--- src/rtl/cf_truth_scanner_if.sv ---
// Interface bundle for cf_truth_scanner.
// The master side drives start and the function-under-test output y_in.
// The slave side (the scanner) drives the vector and the scan results.
interface cf_truth_scanner_if;
  logic        start;
  logic        y_in;
  logic [3:0]  abcd;
  logic        busy;
  logic        done;
  logic [15:0] truth_table;
  logic [4:0]  err_cnt;
  logic        err_valid;
  logic [3:0]  first_err_idx;
  logic        pass;

  modport master (
    output start, y_in,
    input  abcd, busy, done, truth_table, err_cnt, err_valid, first_err_idx, pass
  );

  modport slave (
    input  start, y_in,
    output abcd, busy, done, truth_table, err_cnt, err_valid, first_err_idx, pass
  );
endinterface

--- src/rtl/cf_truth_scanner.sv ---
// cf_truth_scanner: steps a 4-input function through all 16 input vectors,
// samples its output after SETTLE extra cycles per vector, builds the truth
// table and compares it against EXPECTED.
// Optional feature macro: CF_SCAN_STOP_ON_ERR_EN -- when defined the scan ends
// on the first mismatching sample instead of covering all 16 vectors.
module cf_truth_scanner #(
  parameter int unsigned SETTLE   = 1,
  parameter logic [15:0] EXPECTED = 16'hA7FF
) (
  input logic               clk,
  input logic               rst_n,
  cf_truth_scanner_if.slave bus
);

  typedef enum logic [1:0] {
    ST_IDLE = 2'd0,
    ST_RUN  = 2'd1,
    ST_DONE = 2'd2
  } state_t;

  localparam logic [3:0] SETTLE_L = 4'(SETTLE);

  state_t      state_q, state_d;
  logic [3:0]  abcd_q, abcd_d;
  logic [3:0]  cnt_q, cnt_d;
  logic [15:0] tt_q, tt_d;
  logic [4:0]  err_cnt_q, err_cnt_d;
  logic        err_valid_q, err_valid_d;
  logic [3:0]  first_q, first_d;
  logic        pass_q, pass_d;
  logic        mismatch;

  // State and result registers; reset returns everything to idle/zero.
  always_ff @(posedge clk or negedge rst_n) begin
    if (!rst_n) begin
      state_q     <= ST_IDLE;
      abcd_q      <= '0;
      cnt_q       <= '0;
      tt_q        <= '0;
      err_cnt_q   <= '0;
      err_valid_q <= 1'b0;
      first_q     <= '0;
      pass_q      <= 1'b0;
    end else begin
      state_q     <= state_d;
      abcd_q      <= abcd_d;
      cnt_q       <= cnt_d;
      tt_q        <= tt_d;
      err_cnt_q   <= err_cnt_d;
      err_valid_q <= err_valid_d;
      first_q     <= first_d;
      pass_q      <= pass_d;
    end
  end

  // Next-state logic: accept start, count settle cycles, sample and compare.
  always_comb begin
    state_d     = state_q;
    abcd_d      = abcd_q;
    cnt_d       = cnt_q;
    tt_d        = tt_q;
    err_cnt_d   = err_cnt_q;
    err_valid_d = err_valid_q;
    first_d     = first_q;
    pass_d      = pass_q;
    mismatch    = 1'b0;

    case (state_q)
      ST_IDLE: begin
        if (bus.start) begin
          state_d     = ST_RUN;
          abcd_d      = '0;
          cnt_d       = SETTLE_L;
          tt_d        = '0;
          err_cnt_d   = '0;
          err_valid_d = 1'b0;
          first_d     = '0;
          pass_d      = 1'b0;
        end
      end

      ST_RUN: begin
        if (cnt_q != 4'd0) begin
          cnt_d = cnt_q - 4'd1;
        end else begin
          tt_d[abcd_q] = bus.y_in;
          mismatch     = (bus.y_in != EXPECTED[abcd_q]);
          if (mismatch) begin
            err_cnt_d = err_cnt_q + 5'd1;
            if (!err_valid_q) begin
              err_valid_d = 1'b1;
              first_d     = abcd_q;
            end
          end
`ifdef CF_SCAN_STOP_ON_ERR_EN
          if (mismatch || abcd_q == 4'd15) begin
`else
          if (abcd_q == 4'd15) begin
`endif
            state_d = ST_DONE;
          end else begin
            abcd_d = abcd_q + 4'd1;
            cnt_d  = SETTLE_L;
          end
        end
      end

      ST_DONE: begin
        pass_d  = (err_cnt_q == 5'd0);
        state_d = ST_IDLE;
      end

      default: state_d = ST_IDLE;
    endcase
  end

  // Status outputs are decoded straight from the registered state.
  assign bus.busy          = (state_q != ST_IDLE);
  assign bus.done          = (state_q == ST_DONE);
  assign bus.abcd          = abcd_q;
  assign bus.truth_table   = tt_q;
  assign bus.err_cnt       = err_cnt_q;
  assign bus.err_valid     = err_valid_q;
  assign bus.first_err_idx = first_q;
  assign bus.pass          = pass_q;

endmodule

--- src/flat_wrapper.sv ---
// flat-port wrapper written by rule: the top's interface ports become plain ports
module cf_truth_scanner_flat 
#(
  parameter int unsigned SETTLE   = 1,
  parameter logic [15:0] EXPECTED = 16'hA7FF
)
  (clk, rst_n, bus_start, bus_y_in, bus_abcd, bus_busy, bus_done, bus_truth_table, bus_err_cnt, bus_err_valid, bus_first_err_idx, bus_pass);
  cf_truth_scanner_if bus_i ();
  input logic clk;
  input logic rst_n;
  input wire logic [$bits(bus_i.start)-1:0] bus_start;
  input wire logic [$bits(bus_i.y_in)-1:0] bus_y_in;
  output wire logic [$bits(bus_i.abcd)-1:0] bus_abcd;
  output wire logic [$bits(bus_i.busy)-1:0] bus_busy;
  output wire logic [$bits(bus_i.done)-1:0] bus_done;
  output wire logic [$bits(bus_i.truth_table)-1:0] bus_truth_table;
  output wire logic [$bits(bus_i.err_cnt)-1:0] bus_err_cnt;
  output wire logic [$bits(bus_i.err_valid)-1:0] bus_err_valid;
  output wire logic [$bits(bus_i.first_err_idx)-1:0] bus_first_err_idx;
  output wire logic [$bits(bus_i.pass)-1:0] bus_pass;
  assign bus_i.start = bus_start;
  assign bus_i.y_in = bus_y_in;
  assign bus_abcd = bus_i.abcd;
  assign bus_busy = bus_i.busy;
  assign bus_done = bus_i.done;
  assign bus_truth_table = bus_i.truth_table;
  assign bus_err_cnt = bus_i.err_cnt;
  assign bus_err_valid = bus_i.err_valid;
  assign bus_first_err_idx = bus_i.first_err_idx;
  assign bus_pass = bus_i.pass;
  cf_truth_scanner #(.SETTLE(SETTLE), .EXPECTED(EXPECTED)) u_core (.clk(clk), .rst_n(rst_n), .bus(bus_i));
endmodule
--- config.mk ---
export PLATFORM = sky130hd
export DESIGN_NAME = cf_truth_scanner_flat
export DESIGN_NICKNAME = d
export VERILOG_FILES = /design/src/rtl/cf_truth_scanner_if.sv /design/src/rtl/cf_truth_scanner.sv /design/src/flat_wrapper.sv
export SDC_FILE = /design/constraint.sdc
export NUM_CORES = 1
export LEC_CHECK = 0
export ABC_AREA = 1
export CAP_MARGIN = 30
export CORE_MARGIN = 10
export CORE_UTILIZATION = 40
export CTS_BUF_LIST = sky130_fd_sc_hd__clkbuf_8
export CTS_CLUSTER_DIAMETER = 60
export DETAILED_ROUTE_END_ITERATION = 16
export SYNTH_ARGS = -nofsm -noshare
export SYNTH_HDL_FRONTEND = slang
export SYNTH_SLANG_ARGS = --single-unit
--- constraint.sdc ---
create_clock -name clk -period 2.1 [get_ports clk]
set_input_delay 0.21 -clock clk [delete_from_list [all_inputs] [get_ports clk]]
set_output_delay 0.21 -clock clk [all_outputs]
set_load 0.005 [all_outputs]
# Yosys cells after proc, flatten, opt, wreduce, memory -nomap -nowiden
# Memory sizes are Yosys's and may differ from the RTL's.
# Cells that the tools add are included.
[word_totals]
elab_cells = 71
ff_bits = 37
mem_bits_ro = 16
inputBits = 4
n_memories = 1
[memory_table]
columns = ["memory", "depth", "word_bits", "rd", "rd_ports_with_merged_regs", "write_ports", "line", "source"]
rows = [
  ["(name not given)", 16, 1, 1, 0, 0, "cf_truth_scanner.sv:87", "mismatch = (bus.y_in != EXPECTED[abcd_q]);"],
]
[classes]
n_eq_ne = 11
n_reduce_logical = 14
n_addsub = 3
muxes = 32
magnitude_cmp = 2
[ops]
columns = ["operator", "count"]
rows = [
  ["$mux W4", 9],
  ["$mux W16", 2],
  ["$pmux W16 S2", 1],
  ["$pmux W4 S2", 3],
  ["$bwmux W16", 1],
  ["$mux W5", 3],
  ["$pmux W5 S2", 1],
  ["$reduce_and A3 Y1", 3],
  ["$ne A2 B2 Y1 const B", 4],
  ["$reduce_and A4 Y1", 2],
  ["$mux W2", 3],
  ["$reduce_bool A2 Y1", 3],
  ["$add A5 B1 Y5 const B", 1],
  ["$logic_not A5 Y1", 1],
  ["$lt A4 B5 Y1 const B", 1],
  ["$mux W1", 5],
  ["$reduce_and A5 Y1", 1],
  ["$add A4 B1 Y4 const B", 1],
  ["$demux W1 S4", 1],
  ["$eq A4 B4 Y1 const B", 1],
  ["$ge A4 B1 Y1 const B", 1],
  ["$ne A2 B1 Y1 const B", 2],
  ["$pmux W1 S2", 2],
  ["$pmux W2 S2", 1],
  ["other kinds (9)", 9],
]

# Depth between registers and ports, before layout
# Gate-level depths: netlist (run 1).
[depth]
ltp_word = 7
ltp_mapped = 9

# Worst setup path before layout (run 1)
# Ideal clock, no wire load.
[synth_path]
path_kind = "reg-to-reg"
from = "reg u_core.cnt_q[0]"
to = "reg u_core.err_valid_q (netlist: u_core.bus.err_valid)"
path_slack_ps = 639
required_time_ps = 1981
stages_incl_launch_ff = 9
setup_ps = 119
arrival_ps = 1342
n_path_buf = 1
cell_sequence = "dfrtp_1 > inv_1 > ha_1 > nand3_2 > a21oi_4 > nand3_2 > buf_6 > nand2_2 > o21ai_2"
[synth_via]
elab_chain_cells = 3
[synth_lines]
columns = ["element", "line", "source"]
rows = [
  ["start: declaration", "cf_truth_scanner.sv:25", "logic [3:0] cnt_q, cnt_d;"],
  ["start signal: assignment", "cf_truth_scanner.sv:47", "cnt_q <= cnt_d;"],
  ["$reduce_bool A4 Y1", "cf_truth_scanner.sv:83", "if (cnt_q != 4'd0) begin"],
  ["$ne A2 B2 Y1 (no source line)", "n/a", ""],
  ["$reduce_and A4 Y1 (no source line)", "n/a", ""],
  ["end signal: assignment", "cf_truth_scanner.sv:50", "err_valid_q <= err_valid_d;"],
  ["end: declaration", "cf_truth_scanner.sv:28", "logic err_valid_q, err_valid_d;"],
]
# No other way between the ends.
# A chain may end at the register's enable or synchronous reset.

# Worst setup path after layout (run 1)
[layout_path]
from = "reg u_core.cnt_q[0]"
to = "reg u_core.tt_q[8] (netlist: u_core.bus.truth_table[8])"
[layout_via]
elab_chain_cells = 3
[layout_lines]
columns = ["element", "line", "source"]
rows = [
  ["$reduce_bool A4 Y1", "cf_truth_scanner.sv:83", ""],
  ["$ne A2 B2 Y1 (no source line)", "n/a", ""],
  ["$reduce_and A3 Y1 (no source line)", "n/a", ""],
  ["end signal: assignment", "cf_truth_scanner.sv:48", "tt_q <= tt_d;"],
  ["end: declaration", "cf_truth_scanner.sv:26", "logic [15:0] tt_q, tt_d;"],
]
# No other way between the ends.

==> metrics, run 1 <==
status complete, no violations; DRT iter0 DRCs 78; final design utilization 0.510; static leakage 1.23 nW; Die Width 91.9 µm; Die H 91.9 µm; relative slew slack 0.459; HPWL Detailed 3410 µm; vias per cell 4.81; # diodes 0; #FFs+latches synth 37; Post-Route WL 4670 µm; leading area contributor after synthesis dfrtp_1; routed wl met3 350 µm; CP peak stage delay 0.37 ns; Crit path buffers/inverters 2; total congestion overflow 0; WP data required 2.29 ns; HP Class in2async; period utilisation layout 0.866; Clock Latency Late Sink 0.29 ns; Pins Over Slew Limit 0; layout cells sized above 1 0.0952; Worst setup EP type flop; Routed WL per cell 12.8 µm; Layout area overhead 25.0%; Tot GR Track Use 0.118; CP max stage cell dfrtp_1; number of hold buffers added after CTS 0; antenna-violating nets left 0; multi-input logic area 996 µm²; post-route insts no fill 364; sequential share of the synthesized area 0.448; syn nets 270; synth top area cells dfrtp_1 (45%), nand2_1 (11%), nand3_1 (6.3%); CP startpoint kind flop; FP Rows 26; Remaining DRCs 0; placed cell count 356; most common cell after layout, fill and taps aside nand2_1; critical path class reg2reg; Initial Utilization 0.408; first-pass GRT wire length 8270 µm; Num CTS Buffers 5; area share of the largest cell type after synthesis 0.448; TNS Setup 0 ns; setup violators final 0; NumNets Final 306; root buffer cell clkbuf_8; CTS tree built; routability cong. 0.811; synthesized instance count 257; CP Launch Point u_core.cnt_q[0]; full die area 8450 µm²; worst slew pin tran 0.812 ns; most used cell, CP nand2_1; crit path to u_core.bus.truth_table[8]; cell chain of the critical path inv_1, ha_1, nand3_2, a21oi_4, buf_4, o21ai_0, nand2_1, nand2_1; hold_ws 0.0109 ns; Vias 1751; post-CTS resize count 0; skew final 0.0109 ns; clock buffer depth 2; Critical Path AT 2.00 ns; pin count of the biggest net entering global routing 38; Synth cell types 24; syn_area_per_cell 8.05 µm²; VDD IR-drop max 0.608 mV; vias in the first global route 1768; CTS Sinks 37; initial antenna violation count 0; pwr dens 1280 nW/µm²; f_max 550 MHz; MaxCap Viol Count 0; register area 926 µm²; RSZ-0062 raised after global routing false; R2R cell count 8; uppermost layer routed met4; Core Region 5070 µm²; worst r2r dst u_core.bus.truth_table[8]; RR Startpoint u_core.cnt_q[0]; number of I/O pins 37; cell area after synthesis 2070 µm²; FILL cells 522; # Post-CTS Setup Buffers 0; min Tclk post-route 1.82 ns; cell family with most CP delay buffers and inverters; H-tree depth 2; TritonRoute pass-1 iters 4; port buffer count 36; clk slew on worst S/H paths 0.08 ns; most frequent cells in the layout nand2_1 (63), dfrtp_1 (37), clkdlybuf4s50_1 (35); Ys Warns 0; wl on met1 2170 µm; CP max FO 26; R2R setup slack 0.28 ns; Crit path depth 8; DR WL met2 2110 µm; final hold vios 0
[per-layer routing]
metal,vias up,GRT usage
met1,800,0.141
met4,0,0.0450
met2,49,0.183
met3,2,0.0522
met5,-,0
li1,900,-
[state kept, by name, summed over array words and instances (netlist names)]
name	count
u_core.state_q	2
u_core.bus.err_valid	1
u_core.bus.abcd	4
u_core.cnt_q	4
u_core.bus.truth_table	16
u_core.bus.pass	1
u_core.bus.first_err_idx	4
u_core.bus.err_cnt	5
[metrics by stage]
step | area [µm²] | power (W) | setup WS (ns)
final | 2590 | 0.00332 | 0.281
after global routing | 2590 | 0.00365 | 0.0718
after CTS | 2590 | 0.00337 | 0.293
after detailed placement | 2470 | 0.00272 | 0.313
after global placement | 2470 | 0.00270 | 0.352
after floorplan | 2070 | 0.00205 | 0.639
[how the worst min path moves through the flow]
stage / cells past startpoint / end
after CTS: 1 / u_core.state_q[0]
after floorplan: 0 / u_core.bus.abcd[0]
after detailed placement: 1 / u_core.bus.pass
final: 1 / u_core.state_q[0]
after global routing: 1 / u_core.state_q[1]
after global placement: 1 / u_core.bus.err_cnt[2]
[power breakdown]
group	leakage [nW]	switching, W	internal (W)
sequential	0.480	0.000227	0.000978
clock	0.0626	0.000252	0.000383
combinational	0.687	0.000784	0.000695
[cell families (layout without fill, tap and decap cells)]
| kind of cell | Yosys count | after routing | synth area share |
|---|---|---|---|
| buf+inv | 33 | 70 | 0.0708 |
| xor+xnor | 5 | 5 | 0.0212 |
| compound gates | 34 | 34 | 0.0986 |
| fa+ha+maj | 9 | 9 | 0.0544 |
| flops | 37 | 37 | 0.448 |
| simple gates | 139 | 139 | 0.307 |
[synth_stat cells]
cell,n
nor3_4,1
buf_2,6
o21ai_0,24
xnor2_1,1
o21ai_2,5
nand2_1,63
nor2_1,30
a21oi_4,1
nand3_1,26
clkbuf_1,1
inv_1,23
inv_2,1
xor2_1,4
o22ai_1,1
nand4_1,9
nand2_2,6
o21ai_1,2
nor2_8,1
nand3_2,2
nor2_2,1
a21boi_1,1
buf_6,2
ha_1,9
dfrtp_1,37
[final cells by class]
| type | count | share of cell area |
|---|---|---|
| flip-flops and latches | 37 | 0.358 |
| repair buffers | 38 | 0.143 |
| inverters | 24 | 0.0348 |
| well taps | 70 | 0.0339 |
| clock buffers | 6 | 0.0319 |
| clock inverters | 2 | 0.0131 |
| multi-input cells | 187 | 0.385 |
Note: power is estimated with default switching activity, not from simulation.
==> run 2: changes to the inputs <==
- REMOVE_ABC_BUFFERS: unset -> 1
==> metrics, run 2 (same netlist as run 1, synthesis figures left out) <==
status complete, no violations; layout cells sized above 1 0.0915 (-0.00371); first-pass GRT wire length 8210 µm (-0.67%); full die area 8450 µm² (unchanged); CTS Sinks 37 (unchanged); initial antenna violation count 0 (unchanged); Worst setup EP type flop; antenna-violating nets left 0 (unchanged); clk slew on worst S/H paths 0.07 ns (about the same); routing usage on met3 0.0293 (-0.0228); critical path class reg2reg; RSZ-0062 raised after global routing false; # Post-CTS Setup Buffers 0 (unchanged); Core Region 5070 µm² (unchanged); pwr dens 1240 nW/µm² (-3.6%); CTS tree built; clock buffer depth 2 (unchanged); post-route insts no fill 365 (+0.27%); most common cell after layout, fill and taps aside nand2_1; TNS Setup 0 ns (unchanged); vias in the first global route 1702 (-3.7%); final hold vios 0 (unchanged); CP max FO 12 (-54%); M2 GR Usage 0.179 (-0.00412); WP data required 2.27 ns (-0.02 ns); min Tclk post-route 1.85 ns (+0.0319 ns); f_max 540 MHz (-1.7%); most frequent cells in the layout nand2_1 (63), dfrtp_1 (37), clkdlybuf4s50_1 (35); setup violators final 0 (unchanged); total congestion overflow 0 (unchanged); H-tree depth 2 (unchanged); Tot GR Track Use 0.117 (-0.000555); Initial Utilization 0.408 (unchanged); MaxCap Viol Count 0 (unchanged); setup slack after layout 0.249 ns (-0.0319 ns); relative slew slack 0.458 (-0.000498); max FFs per register 16 (unchanged); vias per cell 4.85 (+0.75%); Clock Latency Late Sink 0.28 ns (about the same); Num CTS Buffers 5 (unchanged); FILL cells 519 (-0.57%); Final Instance Area 2570 µm² (-0.63%); DRT iter0 DRCs 108 (+38%); most used routing layer met2; HP Class in2async; Post-Route WL 4760 µm (+1.9%); placed cell count 357 (+0.28%); pin count of the biggest net entering global routing 38 (unchanged); Routed WL per cell 13.1 µm (+1.7%); number of I/O pins 37 (unchanged); CP startpoint kind flop; Vias 1769 (+1.0%); routability cong. 0.802 (-1.1%); # diodes 0 (unchanged); post-place instance area 2490 µm² (+0.81%); post-CTS resize count 0 (unchanged); skew final 0.00289 ns (-0.00799 ns); multi-input logic area 996 µm² (unchanged); FP Rows 26 (unchanged); Critical Path AT 2.02 ns (+0.02 ns); period utilisation layout 0.881 (+0.0152); static leakage 1.23 nW (-0.28%); HPWL Detailed 3500 µm (+2.6%); NumNets Final 307 (+0.33%); number of hold buffers added after CTS 0 (unchanged); Remaining DRCs 0 (unchanged); VDD IR-drop max 0.480 mV (-21%); Setup WS pre-CTS 0.274 ns (-0.0389 ns); Layout area overhead 24.3%; global-route met1 utilization 0.153 (+0.0121); worst slew pin tran 0.813 ns (+0.000748 ns); register area 926 µm² (unchanged); final design utilization 0.506 (-0.00321); Die Width 91.9 µm (unchanged); Pins Over Slew Limit 0 (unchanged); Die H 91.9 µm (unchanged); root buffer cell clkbuf_8; TritonRoute pass-1 iters 4 (unchanged); port buffer count 36 (unchanged)
run 2: cell count changes in the layout (fill, tap and decap cells not counted), sizes merged:
cell	previous run	this run
inv	25	27
buf	3	4
bufinv	1	0
clkbuf	6	5
run 2: layer usage:
metal	routed length, µm	share of wire
met1	2290	0.48
met2	2140	0.45
met3	240	0.050
met4	90	0.019
met5	0	0
run 2: through the flow:
stage,total power [W],hold WS (ns)
after global placement,0.00274,0.364
after floorplan,0.00200,-0.0856
after CTS,0.00323,0.0506
after detailed placement,0.00276,0.366
after global routing,0.00350,0.0864
final,0.00318,0.0165
run 2: worst paths after layout:
| kind | endpoint | cells past startpoint | from | slack [ns] |
|---|---|---|---|---|
| hold reg to reg | u_core.bus.first_err_idx[2] | 2 | u_core.bus.first_err_idx[2] | 0.47 |
| setup / recovery | u_core.bus.err_cnt[1] | 7 | u_core.cnt_q[0] | 0.25 |
| min in group clk | u_core.bus.first_err_idx[2] | 2 | u_core.bus.first_err_idx[2] | 0.47 |
| setup reg to reg | u_core.bus.err_cnt[1] | 7 | u_core.cnt_q[0] | 0.25 |
| hold / removal | u_core.cnt_q[0] | 1 | rst_n | 0.02 |
| max in group asynchronous | u_core.bus.truth_table[5] | 1 | rst_n | 1.57 |
run 2: power by group:
part | switching, W | total, W | leakage [nW] | internal (W)
Clock | 0.000236 | 0.000457 | 0.0519 | 0.000221
Combinational | 0.000794 | 0.00151 | 0.694 | 0.000717
Sequential | 0.000234 | 0.00121 | 0.480 | 0.000978
Total | 0.00126 | 0.00318 | 1.23 | 0.00192
run 2: final cells by class:
cell class / instances / area share
clock buffers: 5 / 0.0268
well taps: 70 / 0.0341
flip-flops and latches: 37 / 0.360
repair buffers: 39 / 0.152
inverters: 24 / 0.0351
clock inverters: 3 / 0.00438
multi-input cells: 187 / 0.388
run 2: critical path, cell delays in order, from the launching register on:
cell,delay (ns)
dfrtp_1,0.36
inv_1,0.13
ha_1,0.19
nand3_2,0.17
a21oi_4,0.34
nand3_2,0.34
nand2_1,0.14
o21ai_1,0.07
==> run 3: changes to the inputs <==
- ABC_CLOCK_PERIOD_IN_PS: unset -> 2100
- TNS_END_PERCENT: unset -> 5
==> results of run 3 <==
No change in the layout: final DEF, timing and power equal those of run 2.
